## config.mk

```make
export PLATFORM = sky130hd
export DESIGN_NAME = chimera_wide_route_ctrl
export DESIGN_NICKNAME = d
export VERILOG_FILES = /design/src/rtl/chimera_route_pkg.sv /design/src/rtl/chimera_txn_counter.sv /design/src/rtl/chimera_wide_route_ctrl.sv
export SDC_FILE = /design/constraint.sdc
export NUM_CORES = 1
export LEC_CHECK = 0
export ABC_AREA = 1
export CAP_MARGIN = 20
export CORE_UTILIZATION = 40
export CTS_BUF_LIST = sky130_fd_sc_hd__clkbuf_4
export DETAILED_ROUTE_END_ITERATION = 7
export HOLD_SLACK_MARGIN = 0.1
export PLACE_DENSITY = 0.75
export SLEW_MARGIN = 10
export SYNTH_ARGS = -nofsm -noshare
export SYNTH_HDL_FRONTEND = slang
export SYNTH_HIERARCHICAL = 1
export SYNTH_SLANG_ARGS = --single-unit
```

## constraint.sdc

```tcl
create_clock -name clk_i -period 4.29 [get_ports clk_i]
set_input_delay 0.858 -clock clk_i [delete_from_list [all_inputs] [get_ports clk_i]]
set_output_delay 0.858 -clock clk_i [all_outputs]
set_load 0.02 [all_outputs]
```

## src/rtl/chimera_route_pkg.sv

```systemverilog
// Shared types and width helpers for the wide-master routing controller.
package chimera_route_pkg;

    typedef enum logic [0:0] {
        RUN   = 1'b0,
        DRAIN = 1'b1
    } state_e;

    function automatic int sel_width(input int num_rules);
        return (num_rules < 1) ? 1 : $clog2(num_rules + 1);
    endfunction

    function automatic int cnt_width(input int max_trans);
        return $clog2(max_trans + 1);
    endfunction

endpackage

```

## src/rtl/chimera_txn_counter.sv

```systemverilog
// Outstanding-transaction counter: saturates at 0, flags decrements with nothing outstanding.
module chimera_txn_counter
    import chimera_route_pkg::*;
#(
    parameter int  MaxTrans = 16,
    localparam int CntW     = cnt_width(MaxTrans)
) (
    input  logic            clk_i,
    input  logic            rst_ni,
    input  logic            inc_i,
    input  logic            dec_i,
    output logic [CntW-1:0] cnt_o,
    output logic            full_o,
    output logic            underflow_o
);

    logic [CntW-1:0] cnt_reg;

    assign full_o      = (cnt_reg == CntW'(MaxTrans));
    assign underflow_o = dec_i & ~inc_i & (cnt_reg == '0);
    assign cnt_o       = cnt_reg;

    always_ff @(posedge clk_i or negedge rst_ni) begin
        if (!rst_ni) begin
            cnt_reg <= '0;
        end else if (inc_i && !dec_i && !full_o) begin
            cnt_reg <= cnt_reg + CntW'(1);
        end else if (dec_i && !inc_i && (cnt_reg != '0)) begin
            cnt_reg <= cnt_reg - CntW'(1);
        end
    end

endmodule

```

## src/rtl/chimera_wide_route_ctrl.sv

```systemverilog
// Wide AXI master routing controller: region decode, outstanding-transaction gating and
// drain-before-switch handling of the bypass mode.
module chimera_wide_route_ctrl
    import chimera_route_pkg::*;
#(
    parameter int  NumRules  = 2,
    parameter int  AddrWidth = 48,
    parameter int  MaxTrans  = 16,
    parameter bit  BypassRst = 1'b0,
    localparam int SelW      = sel_width(NumRules),
    localparam int CntW      = cnt_width(MaxTrans)
) (
    input  logic                               clk_i,
    input  logic                               rst_ni,
    input  logic [NumRules-1:0][AddrWidth-1:0] rule_start_i,
    input  logic [NumRules-1:0][AddrWidth-1:0] rule_end_i,
    input  logic                               bypass_req_i,
    input  logic                               aw_valid_i,
    output logic                               aw_ready_o,
    input  logic [AddrWidth-1:0]               aw_addr_i,
    output logic                               aw_valid_o,
    input  logic                               aw_ready_i,
    output logic [SelW-1:0]                    aw_sel_o,
    input  logic                               ar_valid_i,
    output logic                               ar_ready_o,
    input  logic [AddrWidth-1:0]               ar_addr_i,
    output logic                               ar_valid_o,
    input  logic                               ar_ready_i,
    output logic [SelW-1:0]                    ar_sel_o,
    input  logic                               b_valid_i,
    input  logic                               b_ready_i,
    input  logic                               r_valid_i,
    input  logic                               r_ready_i,
    input  logic                               r_last_i,
    output logic                               bypass_o,
    output logic                               draining_o,
    output logic [CntW-1:0]                    w_outst_o,
    output logic [CntW-1:0]                    r_outst_o,
    output logic                               err_o
);

    state_e          state_reg, state_next;
    logic            bypass_reg, bypass_next;
    logic            aw_pend_reg, ar_pend_reg;
    logic [SelW-1:0] aw_sel_reg, ar_sel_reg;
    logic            err_reg;

    logic [NumRules-1:0] aw_hit, ar_hit;
    logic [SelW-1:0]     aw_sel_dec, ar_sel_dec;
    logic                w_full, r_full, w_uflow, r_uflow;
    logic                aw_open, ar_open, drained;

    // A rule with end <= start never matches, which is how regions are disabled.
    for (genvar gi = 0; gi < NumRules; gi++) begin : g_rule
        logic rule_en;
        assign rule_en     = rule_end_i[gi] > rule_start_i[gi];
        assign aw_hit[gi]  = rule_en && (aw_addr_i >= rule_start_i[gi]) && (aw_addr_i < rule_end_i[gi]);
        assign ar_hit[gi]  = rule_en && (ar_addr_i >= rule_start_i[gi]) && (ar_addr_i < rule_end_i[gi]);
    end

    function automatic logic [SelW-1:0] pick_port(input logic [NumRules-1:0] hit);
        pick_port = '0;
        for (int i = NumRules - 1; i >= 0; i--) begin
            if (hit[i]) pick_port = SelW'(i + 1);
        end
    endfunction

    assign aw_sel_dec = bypass_reg ? '0 : pick_port(aw_hit);
    assign ar_sel_dec = bypass_reg ? '0 : pick_port(ar_hit);

    // A request already presented downstream stays open so valid and select never retract.
    assign aw_open    = aw_pend_reg | ((state_reg == RUN) & ~w_full);
    assign ar_open    = ar_pend_reg | ((state_reg == RUN) & ~r_full);
    assign aw_valid_o = aw_valid_i & aw_open;
    assign aw_ready_o = aw_ready_i & aw_open;
    assign ar_valid_o = ar_valid_i & ar_open;
    assign ar_ready_o = ar_ready_i & ar_open;
    assign aw_sel_o   = aw_pend_reg ? aw_sel_reg : aw_sel_dec;
    assign ar_sel_o   = ar_pend_reg ? ar_sel_reg : ar_sel_dec;

    chimera_txn_counter #(.MaxTrans(MaxTrans)) u_w_cnt (
        .clk_i       (clk_i),
        .rst_ni      (rst_ni),
        .inc_i       (aw_valid_o & aw_ready_i),
        .dec_i       (b_valid_i & b_ready_i),
        .cnt_o       (w_outst_o),
        .full_o      (w_full),
        .underflow_o (w_uflow)
    );

    chimera_txn_counter #(.MaxTrans(MaxTrans)) u_r_cnt (
        .clk_i       (clk_i),
        .rst_ni      (rst_ni),
        .inc_i       (ar_valid_o & ar_ready_i),
        .dec_i       (r_valid_i & r_ready_i & r_last_i),
        .cnt_o       (r_outst_o),
        .full_o      (r_full),
        .underflow_o (r_uflow)
    );

    assign drained = (w_outst_o == '0) && (r_outst_o == '0) && !aw_pend_reg && !ar_pend_reg;

    always_comb begin
        state_next  = state_reg;
        bypass_next = bypass_reg;
        case (state_reg)
            RUN: begin
                if (bypass_req_i != bypass_reg) state_next = DRAIN;
            end
            DRAIN: begin
                if (drained) begin
                    state_next  = RUN;
                    bypass_next = bypass_req_i;
                end
            end
            default: state_next = RUN;
        endcase
    end

    always_ff @(posedge clk_i or negedge rst_ni) begin
        if (!rst_ni) begin
            state_reg   <= RUN;
            bypass_reg  <= BypassRst;
            aw_pend_reg <= 1'b0;
            ar_pend_reg <= 1'b0;
            aw_sel_reg  <= '0;
            ar_sel_reg  <= '0;
            err_reg     <= 1'b0;
        end else begin
            state_reg   <= state_next;
            bypass_reg  <= bypass_next;
            aw_pend_reg <= aw_valid_o & ~aw_ready_i;
            ar_pend_reg <= ar_valid_o & ~ar_ready_i;
            if (aw_valid_o && !aw_ready_i && !aw_pend_reg) aw_sel_reg <= aw_sel_dec;
            if (ar_valid_o && !ar_ready_i && !ar_pend_reg) ar_sel_reg <= ar_sel_dec;
            err_reg     <= err_reg | w_uflow | r_uflow;
        end
    end

    assign bypass_o   = bypass_reg;
    assign draining_o = (state_reg == DRAIN);
    assign err_o      = err_reg;

endmodule
```

Yosys cells after proc, flatten, opt, wreduce, memory -nomap -nowiden
Index checks and enable logic that the tools add are counted.
{ "totals": {"in_bits": 300, "ff_bits": 19, "out_inout_bits": 21} }
{ "classes": {"mux": 15, "bitwise": 28, "eq_ne": 3, "n_addsub": 4, "reduce_logical": 40, "order_cmp": 10} }
{ "ops": {"columns": ["operator", "count"], "rows": [
  ["$ge A48 B48 Y1", 4],
  ["$lt A48 B48 Y1", 4],
  ["$gt A48 B48 Y1", 2],
  ["$logic_and A1 B1 Y1", 23],
  ["$mux W5", 4],
  ["$and A1 B1 Y1", 17],
  ["$mux W2", 8],
  ["$add A5 B1 Y5 const B", 2],
  ["$eq A5 B5 Y1 const B", 2],
  ["$logic_not A1 Y1", 10],
  ["$logic_not A5 Y1", 2],
  ["$reduce_bool A5 Y1", 2],
  ["$sub A5 B1 Y5 const B", 2],
  ["$not A1 Y1", 7],
  ["$or A1 B1 Y1", 4],
  ["$reduce_bool A2 Y1", 2],
  ["$mux W1", 2],
  ["$pmux W1 S2", 1],
  ["$reduce_and A2 Y1", 1],
  ["$ne A1 B1 Y1", 1]
]} }

Depth between registers and ports, before layout
Gate-level depths: netlist of run 1.
{ "depth": {"ltp_word": 11, "depth_mapped": 18, "ltp_nobuf": 18} }

By module
Netlist of run 1, hierarchy kept.
{ "modules_own_cells": {"columns": ["mod", "area_each_um2", "n_inst", "seq_area_each_um2", "cells_each"], "rows": [
  ["chimera_wide_route_ctrl", 12532.0, 1, 225.2, 1974],
  ["chimera_txn_counter", 469.2, 2, 125.1, 61]
]} }

Worst setup path before layout of run 1
Ideal clock, no wire load.
{ "synth_timing": {"kind": "in2out", "startpoint": "input rule_start_i[47] (netlist bit)", "endpoint": "output ar_sel_o[0]", "setup_slack_ns": 1.197, "arrival_time_ns": 2.235, "path_stages": 16, "path_cell_list": "inv_1 -> ha_1 -> nand2_2 -> nor2_4 -> nand2_2 -> inv_2 -> nand3b_2 -> inv_2 -> nand2_2 -> clkinv_1 -> nand2_1 -> nand3_2 -> nand3_1 -> nor2_1 -> nand3_1 -> nand2_1"} }
{ "synth_via": {"elab_chain_len": 6} }
{ "synth_rtl": {"columns": ["element", "line_no", "source"], "rows": [
  ["start: declaration", "chimera_wide_route_ctrl.sv:15", "input logic [NumRules-1:0][AddrWidth-1:0] rule_start_i,"],
  ["$gt A48 B48 Y1 / $ge A48 B48 Y1 (equally long branches)", "chimera_wide_route_ctrl.sv:56, chimera_wide_route_ctrl.sv:58", null],
  ["$logic_and A1 B1 Y1 (*) (2 in a row)", "chimera_wide_route_ctrl.sv:58", "assign ar_hit[gi] = rule_en && (ar_addr_i >= rule_start_i[gi]) && (ar_addr_i < rule_end_i[gi]);"],
  ["$mux W2 (*)", "chimera_wide_route_ctrl.sv:64", "if (hit[i]) pick_port = SelW'(i + 1);"],
  ["$mux W2 (*)", "chimera_wide_route_ctrl.sv:69", "assign ar_sel_dec = bypass_reg ? '0 : pick_port(ar_hit);"],
  ["$mux W2 (*)", "chimera_wide_route_ctrl.sv:79", "assign ar_sel_o = ar_pend_reg ? ar_sel_reg : ar_sel_dec;"],
  ["end: declaration", "chimera_wide_route_ctrl.sv:29", "output logic [SelW-1:0] ar_sel_o,"]
]} }
Every way passes the cells marked *; elsewhere a longest branch is shown, timed or not.

Final worst setup path of run 1
{ "layout_timing": {"startpoint": "input rule_start_i[89] (netlist bit)", "endpoint": "output aw_sel_o[1]"} }
{ "layout_via": {"elab_chain_len": 7} }
{ "layout_rtl": {"columns": ["element", "line_no", "source"], "rows": [
  ["$gt A48 B48 Y1 / $ge A48 B48 Y1 (equally long branches)", "chimera_wide_route_ctrl.sv:56, chimera_wide_route_ctrl.sv:57", null],
  ["$logic_and A1 B1 Y1 (*) (2 in a row)", "chimera_wide_route_ctrl.sv:57", "assign aw_hit[gi] = rule_en && (aw_addr_i >= rule_start_i[gi]) && (aw_addr_i < rule_end_i[gi]);"],
  ["$mux W2 (*) (2 in a row)", "chimera_wide_route_ctrl.sv:64", null],
  ["$mux W2 (*)", "chimera_wide_route_ctrl.sv:68", "assign aw_sel_dec = bypass_reg ? '0 : pick_port(aw_hit);"],
  ["$mux W2 (*)", "chimera_wide_route_ctrl.sv:78", "assign aw_sel_o = aw_pend_reg ? aw_sel_reg : aw_sel_dec;"],
  ["end: declaration", "chimera_wide_route_ctrl.sv:23", "output logic [SelW-1:0] aw_sel_o,"]
]} }
Marks and branches as above.

==> qor.yml, run 1 <==
drt:
  drt_first_pass_iters: 7
  wirelength_um: 48100
  drc: 0
  drtAntennaViolNets: 0
  wl_met2_um: 22600
  wl_met1_um: 21200
  wl_per_cell_um: 15.8
  met3_length_um: 2820
  routed.top_layer: "met5"
  drtIter0Drc: 912
  vias_per_cell: 5.09
  num_vias: 15500
synth:
  syn_area_um2: 13500
  synth_warnings: 6
  synthFlopType: "dfrtp_1"
  post-synth-top-count-cell: "nand2_1"
  netlist_top_cells_area: "ha_1 45%, nand2_1 17%, inv_1 10%"
  yosys.area.top_type: "ha_1"
  synth_edf_count: 0
  netlist_instances: 2096
  async_reset_ff_share_pct: 100
  avgSynthCellArea_um2: 6.43
  seq_area_frac_synth_pct: 3.53
  syn_nets: 2882
  synth_common_cells: "599 x nand2_1, 484 x ha_1, 363 x inv_1, 199 x a21oi_1, 159 x nor2_1"
  ys_types: 38
  ys_ff_latch: 19
  synthDominantCellAreaShare_pct: 45.0
place:
  dp_cells: 3041
  placed_area_um2: 18600
  hpwl_um: 44000
  place.port_buffers: 320
  dp_worst_setup_slack_ns: -0.324
  place_congestion: 0.965
cts:
  clkSlewWorstSetupHoldPaths_ns: 0.10
  clk_path_buf_depth: 2
  clk_latency_ns: 0.29
  clockRootBuffer: "clkbuf_4"
  post_cts_buffers: 0
  cts_tree: "done"
  htreeDepth: 1
  numClockSinks: 19
  cts_inserted_buffers: 3
sta:
  clock_skew_ns: 0.00257
  fin_crit_ns: 4.17
  rsz0062_at_grt: "yes"
  finalWorstSetupSlack_ns: 0.125
  maxSlewViolCount: 0
  finalSetupViolCount: 0
  fin_setup_tns_ns: 0
  finalCritPeriodShare_pct: 97.1
  tightestPinTransition_ns: 0.874
  max_freq_mhz: 240
  timing.hold.ws_ns: 0.495
  slew_headroom_pct: 41.5
  finalHoldViolCount: 0
power_and_ir_drop:
  pwr_density_cell_nw_per_um2: 149
  ir_worst_vdd_v: 0.000336
  p_leak_nw: 10.7
  fin_total_pwr_mw: 2.79
setup_path:
  path_cells: "clkdlybuf4s50_1, inv_1, ha_1, nand4_1, nor2_1, nand2_1, nor2_1, nand2_1, nand2_1, nor2_1, nand3_1, nand2_1, nor2_1, buf_4, nand3_1, nand2_1, buf_4"
  cp_slowest_cell: "clkdlybuf4s50_1"
  path_common_cell: "nand2_1"
  reg2reg_from: "u_w_cnt/cnt_o[1]$_DFFE_PN0P_"
  critPathRequiredTime_ns: 3.43
  cpPeakStageDelay_ns: 0.47
  reg2reg_depth: 16
  cp_data_arrival_time_ns: 3.31
  critPathKind: "in2out"
  startpoint_type: "input pin"
  endpoint_kind: "output port"
  cp_max_fo: 3
  r2r-end: "u_w_cnt/cnt_o[4]$_DFFE_PN0P_"
  reg2reg_slack_ns: 1.55
floorplanning:
  core_region_area_um2: 32900
  initial_core_util_pct: 41.0
  pin_count: 321
  die_w_um: 186
  dieArea_um2: 34400
  rows: 66
  die_h_um: 186
hold_path:
  min_from: "ar_sel_reg[1]$_DFFE_PN0P_"
  worstHoldEndpoint: "ar_sel_reg[1]$_DFFE_PN0P_"
  min_path_cells: 2
  hold_class: "reg2reg"
grt:
  grt_first_pass_wirelength_um: 74500
  grt_pass1_vias: 15100
  overflow: 0
  antenna_found_initial: 5
  grt_util_all_layers_pct: 27.4
  grt_max_degree: 20
status:
  run_status: "finished clean"
final_layout:
  layout-drive-gt1-share_pct: 9.68
  finalNonFillerCells: 3050
  syn_to_final_growth_pct: 38.8
  layout.nets: 3390
  utilization_pct: 56.9
  final_area_um2: 18700
job:
  cap_violations: 0
==> what timing repair did <==
action                                  CTS  global route
cloned                                    0             0
endpoints found under the hold margin     0             0
pin swaps                                 2             4
endpoints found under the setup margin    4             4
hold buffers                              0             0
resized for setup                        11            24
==> cell type report <==
class / count / area [um2]
Antenna cell: 5 / 12.5
Tap cell: 442 / 553
Inverter: 369 / 1390
Timing Repair Buffer: 503 / 4560
Clock buffer: 4 / 30.0
Multi-Input combinational cell: 1708 / 11700
Fill cell: 3162 / 14200
Sequential cell: 19 / 475
==> logic make-up after synthesis <==
logic type                 synth area share, %
xor gates and xnor gates                 0.130
AOI/OAI and AO/OA                         11.6
buffers and inverters                     10.3
DFF                                       3.53
and+or+nand+nor                           29.2
adders and majority gates                 45.3
==> worst max-delay path by stage <==
stage	start	endpoint	slack [ns]	cells past startpoint
CTS	rule_start_i[89]	aw_sel_o[1]	0.001	17
finish	rule_start_i[89]	aw_sel_o[1]	0.12	17
floorplan	rule_start_i[47]	ar_sel_o[0]	1.20	16
global placement	rule_start_i[71]	ar_sel_o[1]	-0.32	16
global route	aw_addr_i[41]	aw_sel_o[1]	-0.002	14
detailed placement	rule_start_i[41]	ar_sel_o[1]	-0.32	15
==> where the power goes <==
| group | switching [mW] | internal, mW |
|---|---|---|
| sequential | 0.114 | 0.238 |
| clock | 0.0529 | 0.0425 |
| combinational | 1.25 | 1.10 |
==> placed cells by master (no fill, tap or decap), types with 4 or more instances in the layout <==
| master | netlist | layout |
|---|---|---|
| nand4_1 | 29 | 29 |
| nor3_2 | 1 | 4 |
| nand3_2 | 5 | 6 |
| nor2_1 | 159 | 154 |
| clkdlybuf4s50_1 | 0 | 315 |
| buf_4 | 0 | 184 |
| nor2_4 | 7 | 9 |
| nand3b_1 | 6 | 6 |
| nor2_2 | 12 | 15 |
| clkbuf_4 | 0 | 4 |
| a21oi_1 | 199 | 195 |
| inv_2 | 4 | 4 |
| o21bai_1 | 7 | 7 |
| nand2_4 | 4 | 4 |
| o21a_1 | 18 | 18 |
| a21oi_2 | 1 | 5 |
| inv_1 | 363 | 363 |
| nand2_2 | 5 | 7 |
| ha_1 | 484 | 484 |
| nand2_1 | 599 | 597 |
| diode_2 | 0 | 5 |
| nand3_1 | 74 | 73 |
| a21o_1 | 19 | 19 |
| nor3_1 | 18 | 15 |
| dfrtp_1 | 19 | 19 |
| o21ai_0 | 40 | 40 |
==> critical path: cells and delay by family <==
| family | cells | cell delay (ns) |
|---|---|---|
| AND/OR/NAND/NOR | 12 | 1.26 |
| buffers and inverters | 4 | 0.85 |
| adder cells (fa/ha/maj) | 1 | 0.32 |
==> layer usage <==
layer,up-vias,GRT usage (%)
li1,7924,-
met5,-,0
met1,7001,35.0
met2,500,48.6
met4,2,8.33
met3,92,2.09
Power figures use the tool's default switching activity.
==> run 2: changes to the inputs <==
--- a/config.mk
+++ b/config.mk
@@ -12,6 +12,7 @@
 export DETAILED_ROUTE_END_ITERATION = 7
 export HOLD_SLACK_MARGIN = 0.1
 export PLACE_DENSITY = 0.75
+export RECOVER_POWER = 100
 export SLEW_MARGIN = 10
 export SYNTH_ARGS = -nofsm -noshare
 export SYNTH_HDL_FRONTEND = slang
==> qor.yml, run 2 (synthesized netlist as in run 1, its figures left out) <==
final_layout:
  final_area_um2: 18600  # was 18700 um2
  syn_to_final_growth_pct: 38.3  # was 38.8%
  layout.nets: 3390  # unchanged
  final_cell_mix: "600 x nand2_1, 484 x ha_1, 363 x inv_1"  # was 597 x nand2_1, 484 x ha_1, 363 x inv_1
  utilization_pct: 56.7  # was 56.9%
  finalNonFillerCells: 3050  # unchanged
  fill_cells: 3175  # was 3162
  layout-drive-gt1-share_pct: 9.18  # was 9.68%
  mostFrequentLayoutCell: "nand2_1"  # unchanged
power_and_ir_drop:
  pwr_density_cell_nw_per_um2: 147  # was 149 nW/um2
  ir_worst_vdd_v: 0.000311  # was 0.000336 V
  fin_total_pwr_mw: 2.74  # was 2.79 mW
  p_leak_nw: 10.7  # about the same
setup_path:
  cp_max_fo: 3  # unchanged
  reg2reg_slack_ns: 1.21  # was 1.55 ns
  cp_slowest_cell: "clkdlybuf4s50_1"  # unchanged
  reg2reg_from: "u_w_cnt/cnt_o[1]$_DFFE_PN0P_"  # unchanged
  path_common_cell: "nand2_1"  # unchanged
  critPathKind: "in2out"  # unchanged
  critPathRequiredTime_ns: 3.43  # about the same
  r2r-end: "u_w_cnt/cnt_o[4]$_DFFE_PN0P_"  # unchanged
  cpPeakStageDelay_ns: 0.47  # about the same
  crit_buf_inv: 4  # unchanged
  cp_top_family: "simple AND/OR/NAND/NOR gates"  # unchanged
  endpoint_kind: "output port"  # unchanged
  path_cells: "clkdlybuf4s50_1, inv_1, ha_1, nand4_1, nor2_1, nand2_1, nor2_1, nand2_1, nand2_1, nor2_1, nand3_1, nand2_1, nor2_1, buf_4, nand3_1, nand2_1, buf_4"  # unchanged
  cp_data_arrival_time_ns: 3.30  # was 3.31 ns
  reg2reg_depth: 16  # unchanged
  startpoint_type: "input pin"  # unchanged
floorplanning:
  core_region_area_um2: 32900  # unchanged
  pin_count: 321  # unchanged
  initial_core_util_pct: 41.0  # unchanged
  dieArea_um2: 34400  # unchanged
  rows: 66  # unchanged
  die_h_um: 186  # unchanged
  die_w_um: 186  # unchanged
place:
  dp_worst_setup_slack_ns: -0.324  # unchanged
  hpwl_um: 44000  # unchanged
  place.port_buffers: 320  # unchanged
  placed_area_um2: 18600  # unchanged
  dp_cells: 3041  # unchanged
  place_congestion: 0.965  # unchanged
sta:
  clock_skew_ns: 0.00402  # was 0.00257 ns
  timing.hold.ws_ns: 0.496  # was 0.495 ns
  maxSlewViolCount: 0  # unchanged
  rsz0062_at_grt: "yes"  # unchanged
  finalHoldViolCount: 0  # unchanged
  finalSetupViolCount: 0  # unchanged
  fin_crit_ns: 4.16  # was 4.17 ns
  max_freq_mhz: 240  # about the same
  fin_setup_tns_ns: 0  # unchanged
  finalCritPeriodShare_pct: 97.0  # was 97.1%
  finalWorstSetupSlack_ns: 0.127  # was 0.125 ns
  slew_headroom_pct: 40.9  # was 41.5%
  tightestPinTransition_ns: 0.883  # was 0.874 ns
cts:
  clk_path_buf_depth: 2  # unchanged
  clkSlewWorstSetupHoldPaths_ns: 0.10  # about the same
  cts_hold_buf: 0  # unchanged
  cts_tree: "done"  # unchanged
  post_cts_buffers: 0  # unchanged
  cts_inserted_buffers: 3  # unchanged
  clk_latency_ns: 0.29  # about the same
  clockRootBuffer: "clkbuf_4"  # unchanged
  numClockSinks: 19  # unchanged
  htreeDepth: 1  # unchanged
drt:
  vias_per_cell: 5.08  # was 5.09
  wl_per_cell_um: 15.8  # about the same
  drtAntennaViolNets: 0  # unchanged
  wirelength_um: 48100  # about the same
  num_vias: 15500  # about the same
  drtIter0Drc: 823  # was 912
  drc: 0  # unchanged
  drt_first_pass_iters: 7  # unchanged
hold_path:
  worstHoldEndpoint: "ar_sel_reg[1]$_DFFE_PN0P_"  # unchanged
  min_from: "ar_sel_reg[1]$_DFFE_PN0P_"  # unchanged
  hold_class: "reg2reg"  # unchanged
  min_path_cells: 2  # unchanged
status:
  run_status: "finished clean"  # unchanged
grt:
  grt_util_all_layers_pct: 27.4  # unchanged
  overflow: 0  # unchanged
  antenna_found_initial: 5  # unchanged
  grt_max_degree: 20  # unchanged
  grt_first_pass_wirelength_um: 74500  # unchanged
  grt_pass1_vias: 15100  # unchanged
job:
  cap_violations: 0  # unchanged
## run 2: repair_timing
item / in CTS / in global routing
endpoints found under the setup margin: 4 / 4
gates resized for setup: 11 / 24
pin swaps: 2 / 4
## run 2: power breakdown
part	internal [mW]	total, mW	switching, mW
Sequential	0.238	0.342	0.104
Clock	0.0424	0.0943	0.0519
Combinational	1.07	2.31	1.24
Total	1.35	2.74	1.40
## run 2: area by class of cell
class | instances | area, um2 | share of cell area (%)
Timing Repair Buffer | 503 | 4560 | 24.5
Antenna cell | 5 | 12.5 | 0.0671
Tap cell | 442 | 553 | 2.97
Clock buffer | 4 | 30.0 | 0.161
Inverter | 369 | 1390 | 7.43
Sequential cell | 19 | 475 | 2.55
Multi-Input combinational cell | 1708 | 11600 | 62.3
## run 2: layer usage
| layer | routed length, um | vias up | global-route usage, % |
|---|---|---|---|
| met5 | 13 | - | 0 |
| met4 | 1560 | 2 | 8.33 |
| met3 | 2940 | 91 | 2.09 |
| met2 | 22500 | 481 | 48.6 |
| met1 | 21000 | 6985 | 35.0 |
| li1 | - | 7928 | - |
## run 2: worst max-delay path by stage
stage,cells past startpoint,to,slack (ns),startpoint
after floorplan,16,ar_sel_o[0],1.20,rule_start_i[47]
after global placement,16,ar_sel_o[1],-0.32,rule_start_i[71]
after detailed placement,15,ar_sel_o[1],-0.32,rule_start_i[41]
after CTS,17,aw_sel_o[1],0.001,rule_start_i[89]
after global routing,14,aw_sel_o[1],-0.002,aw_addr_i[41]
final,17,aw_sel_o[1],0.13,rule_start_i[89]
## run 2: tightest hold or removal path: cells and delay by family, from the launching register on
kind             cells  cell delay (ns)
DFF                  1             0.36
and+or+nand+nor      2             0.11
==> variant, RTL diff (flow settings as in run 1) <==
Put one more register stage on the output `err_o`. The value now appears one clock later. The other outputs are not delayed to match.
--- a/src/rtl/chimera_wide_route_ctrl.sv
+++ b/src/rtl/chimera_wide_route_ctrl.sv
@@ -139,6 +139,8 @@
 
     assign bypass_o   = bypass_reg;
     assign draining_o = (state_reg == DRAIN);
-    assign err_o      = err_reg;
+    always_ff @(posedge clk_i) begin
+        err_o <= err_reg;
+    end
 
 endmodule
Function: changed (Yosys sat finds a counterexample within 4 cycles, from zero or initial values and one cycle with rst_ni low).
==> variant against run 1 <==
  * Final cell count grew 0.39%
  * Total power grew 0.69%
  * Routed wire length grew 1.0%
  * Critical path depth grew 3
  * Cell area grew 0.66%
  * Register-to-register slack lost 40 ps
  * Synthesized cell count is essentially flat
  * Setup slack gained 1.8 ps
  * Area after synthesis grew 0.15%
  * Clock skew grew 2.5 ps
  * Sequential power grew 5%
  * Sequential cell count grew 1
  * Via count shrank 0.70%
  * Critical path type unchanged
==> variant: results (changes against run 1) <==
* Status: finished clean
* CTS Buf Count at 3 (unchanged)
* First-pass GRT wire length at 75600 um (+1.4%)
* Core region area at 32900 um2 (unchanged)
* Mapped Nets at 2883 (+0.035%)
* Clock root cell: clkbuf_4
* CP max-delay cell: clkdlybuf4s50_1
* GPL Wtd Cong at 0.991 (+2.7%)
* Register-to-register setup slack at 1510 ps (-40 ps)
* Fin nets at 3404 (+0.41%)
* Seq/Total Area, Yosys at 3.67% (+0.14 points)
* Drt initial violations at 702 (-23%)
* Worst-path clk slew at 110 ps
* Total GRT Usage at 27.8% (+0.36 points)
* Synth warn at 6 (unchanged)
* Fin Clk Skew at 5.04 ps (+2.47 ps)
* Cells on worst reg2reg path at 16 (unchanged)
* Detailed Place HPWL at 44500 um (+1.3%)
* Vias in the first global route at 15.4k (+1.9%)
* FF-to-FF Start: u_r_cnt/cnt_o[2]$_DFFE_PN0P_
* Largest net degree at the start of global routing at 20 (unchanged)
* Worst-Skew Late Latency at 290 ps (about the same)
* Crit-path max cell delay at 480 ps
* Maximum vdd ir drop at 0.000388 V (+15%)
* PortBufs at 320 (unchanged)
* Critical path arrival at 3310 ps (about the same)
* Max-Slew Margin vs Limit at 43.0% (+1.5 points)
* Layout cell share with drive strength beyond 1 at 10.1% (+0.41 points)
* Hold path startpoint: err_reg$_DFF_PN0_
* Via density per instance at 5.03 (-1.1%)
* Worst slack, placed at -426 ps (-101 ps)
* FF-to-FF End: u_r_cnt/cnt_o[4]$_DFFE_PN0P_
* Hold path cells at 0 (-2)
* CTS Buffer Depth at 2 (unchanged)
* DRT Pass-1 Iters at 6 (-1)
* Asr flop ratio synth at 95.0% (-5.0 points)
* # Post-CTS Setup Buffers at 0 (unchanged)
* Yosys cell types at 39 (+2.6%)
* Worst hold margin at 383 ps (-112 ps)
* Initial antenna violation count at 3 (-2)
* Most common library cells after synthesis: nand2_1 (599), ha_1 (484), inv_1 (363), a21oi_1 (199), nor2_1 (159)
* Commonest register cell after synthesis: dfrtp_1
* HP Class: flop to flop
* Synth top area cells: ha_1 (45%), nand2_1 (17%), inv_1 (10%)
* Drt wl/cell at 15.9 um (+0.60%)
* Leak at 10.8 nW (+0.87%)
* CP top delay family: buffers and inverters
* Leading area contributor after synthesis: ha_1
* Max FO, Critical Path at 3 (unchanged)
* Worst Hold Endpoint: err_o$_DFF_P_
* H-Tree Level Count at 1 (unchanged)
==> variant: changes by cell type after synthesis <==
cell | run 1 | this run
dfxtp_1 | 0 | 1
==> variant: layout make-up <==
| type | count | area [um2] |
|---|---|---|
| fillers | 3225 | 14000 |
| multi-input cells | 1708 | 11700 |
| repair buffers | 516 | 4660 |
| inverters | 369 | 1390 |
| well taps | 442 | 553 |
| flip-flops and latches | 20 | 495 |
| clock buffers | 3 | 22.5 |
| diodes | 3 | 7.51 |
| clock inverters | 1 | 3.75 |
==> variant: stage by stage <==
stage	power, W	instances	cell area, um2
after CTS	0.00280	3059	18800
after floorplan	0.00164	2097	13500
final	0.00281	3062	18800
after detailed placement	0.00268	3055	18700
after global placement	0.00260	3055	18700
after global routing	0.00312	3060	18800
==> variant: how the worst max path moves through the flow <==
stage	startpoint	endpoint	slack, ps	cells past startpoint
final	rule_start_i[24]	aw_sel_o[1]	130	20
after global routing	rule_start_i[70]	aw_sel_o[1]	-50	16
after CTS	ar_addr_i[11]	ar_sel_o[0]	7	13
after detailed placement	rule_start_i[79]	ar_sel_o[1]	-430	16
after global placement	rule_start_i[79]	ar_sel_o[1]	-420	16
after floorplan	rule_start_i[47]	ar_sel_o[0]	1200	16
==> variant: what timing repair did <==
item | in CTS | in global routing
endpoints found under the setup margin | 4 | 4
pin swaps | 2 | 5
endpoints found under the hold margin | 0 | 0
hold buffers | 0 | 0
gates resized for setup | 10 | 24
==> variant: per-layer routing <==
| layer | up-vias | wire, um | track usage, % |
|---|---|---|---|
| li1 | 7968 | - | - |
| met1 | 6887 | 21200 | 33.8 |
| met2 | 471 | 23300 | 51.2 |
| met3 | 84 | 2630 | 2.03 |
| met4 | 0 | 1520 | 8.98 |
| met5 | - | 0 | 0 |
==> variant: power by group <==
| part | switching, W | internal [W] | leakage, nW | total, W |
|---|---|---|---|---|
| Sequential | 0.000118 | 0.000251 | 0.245 | 0.000369 |
| Clock | 0.0000532 | 0.0000338 | 0.0154 | 0.0000870 |
| Combinational | 0.00126 | 0.00110 | 10.5 | 0.00236 |
==> variant: logic make-up (layout without fill, tap and decap cells) <==
| family | count (synthesis) | in the layout | share of synthesized area, % |
|---|---|---|---|
| buffers and inverters | 369 | 889 | 10.3 |
| AO/OA/AOI/OAI | 288 | 288 | 11.6 |
| AND/OR/NAND/NOR | 932 | 932 | 29.1 |
| XOR/XNOR | 2 | 2 | 0.130 |
| flip-flops | 20 | 20 | 3.67 |
| other | 0 | 3 | 0 |
| adder cells (fa/ha/maj) | 486 | 486 | 45.2 |
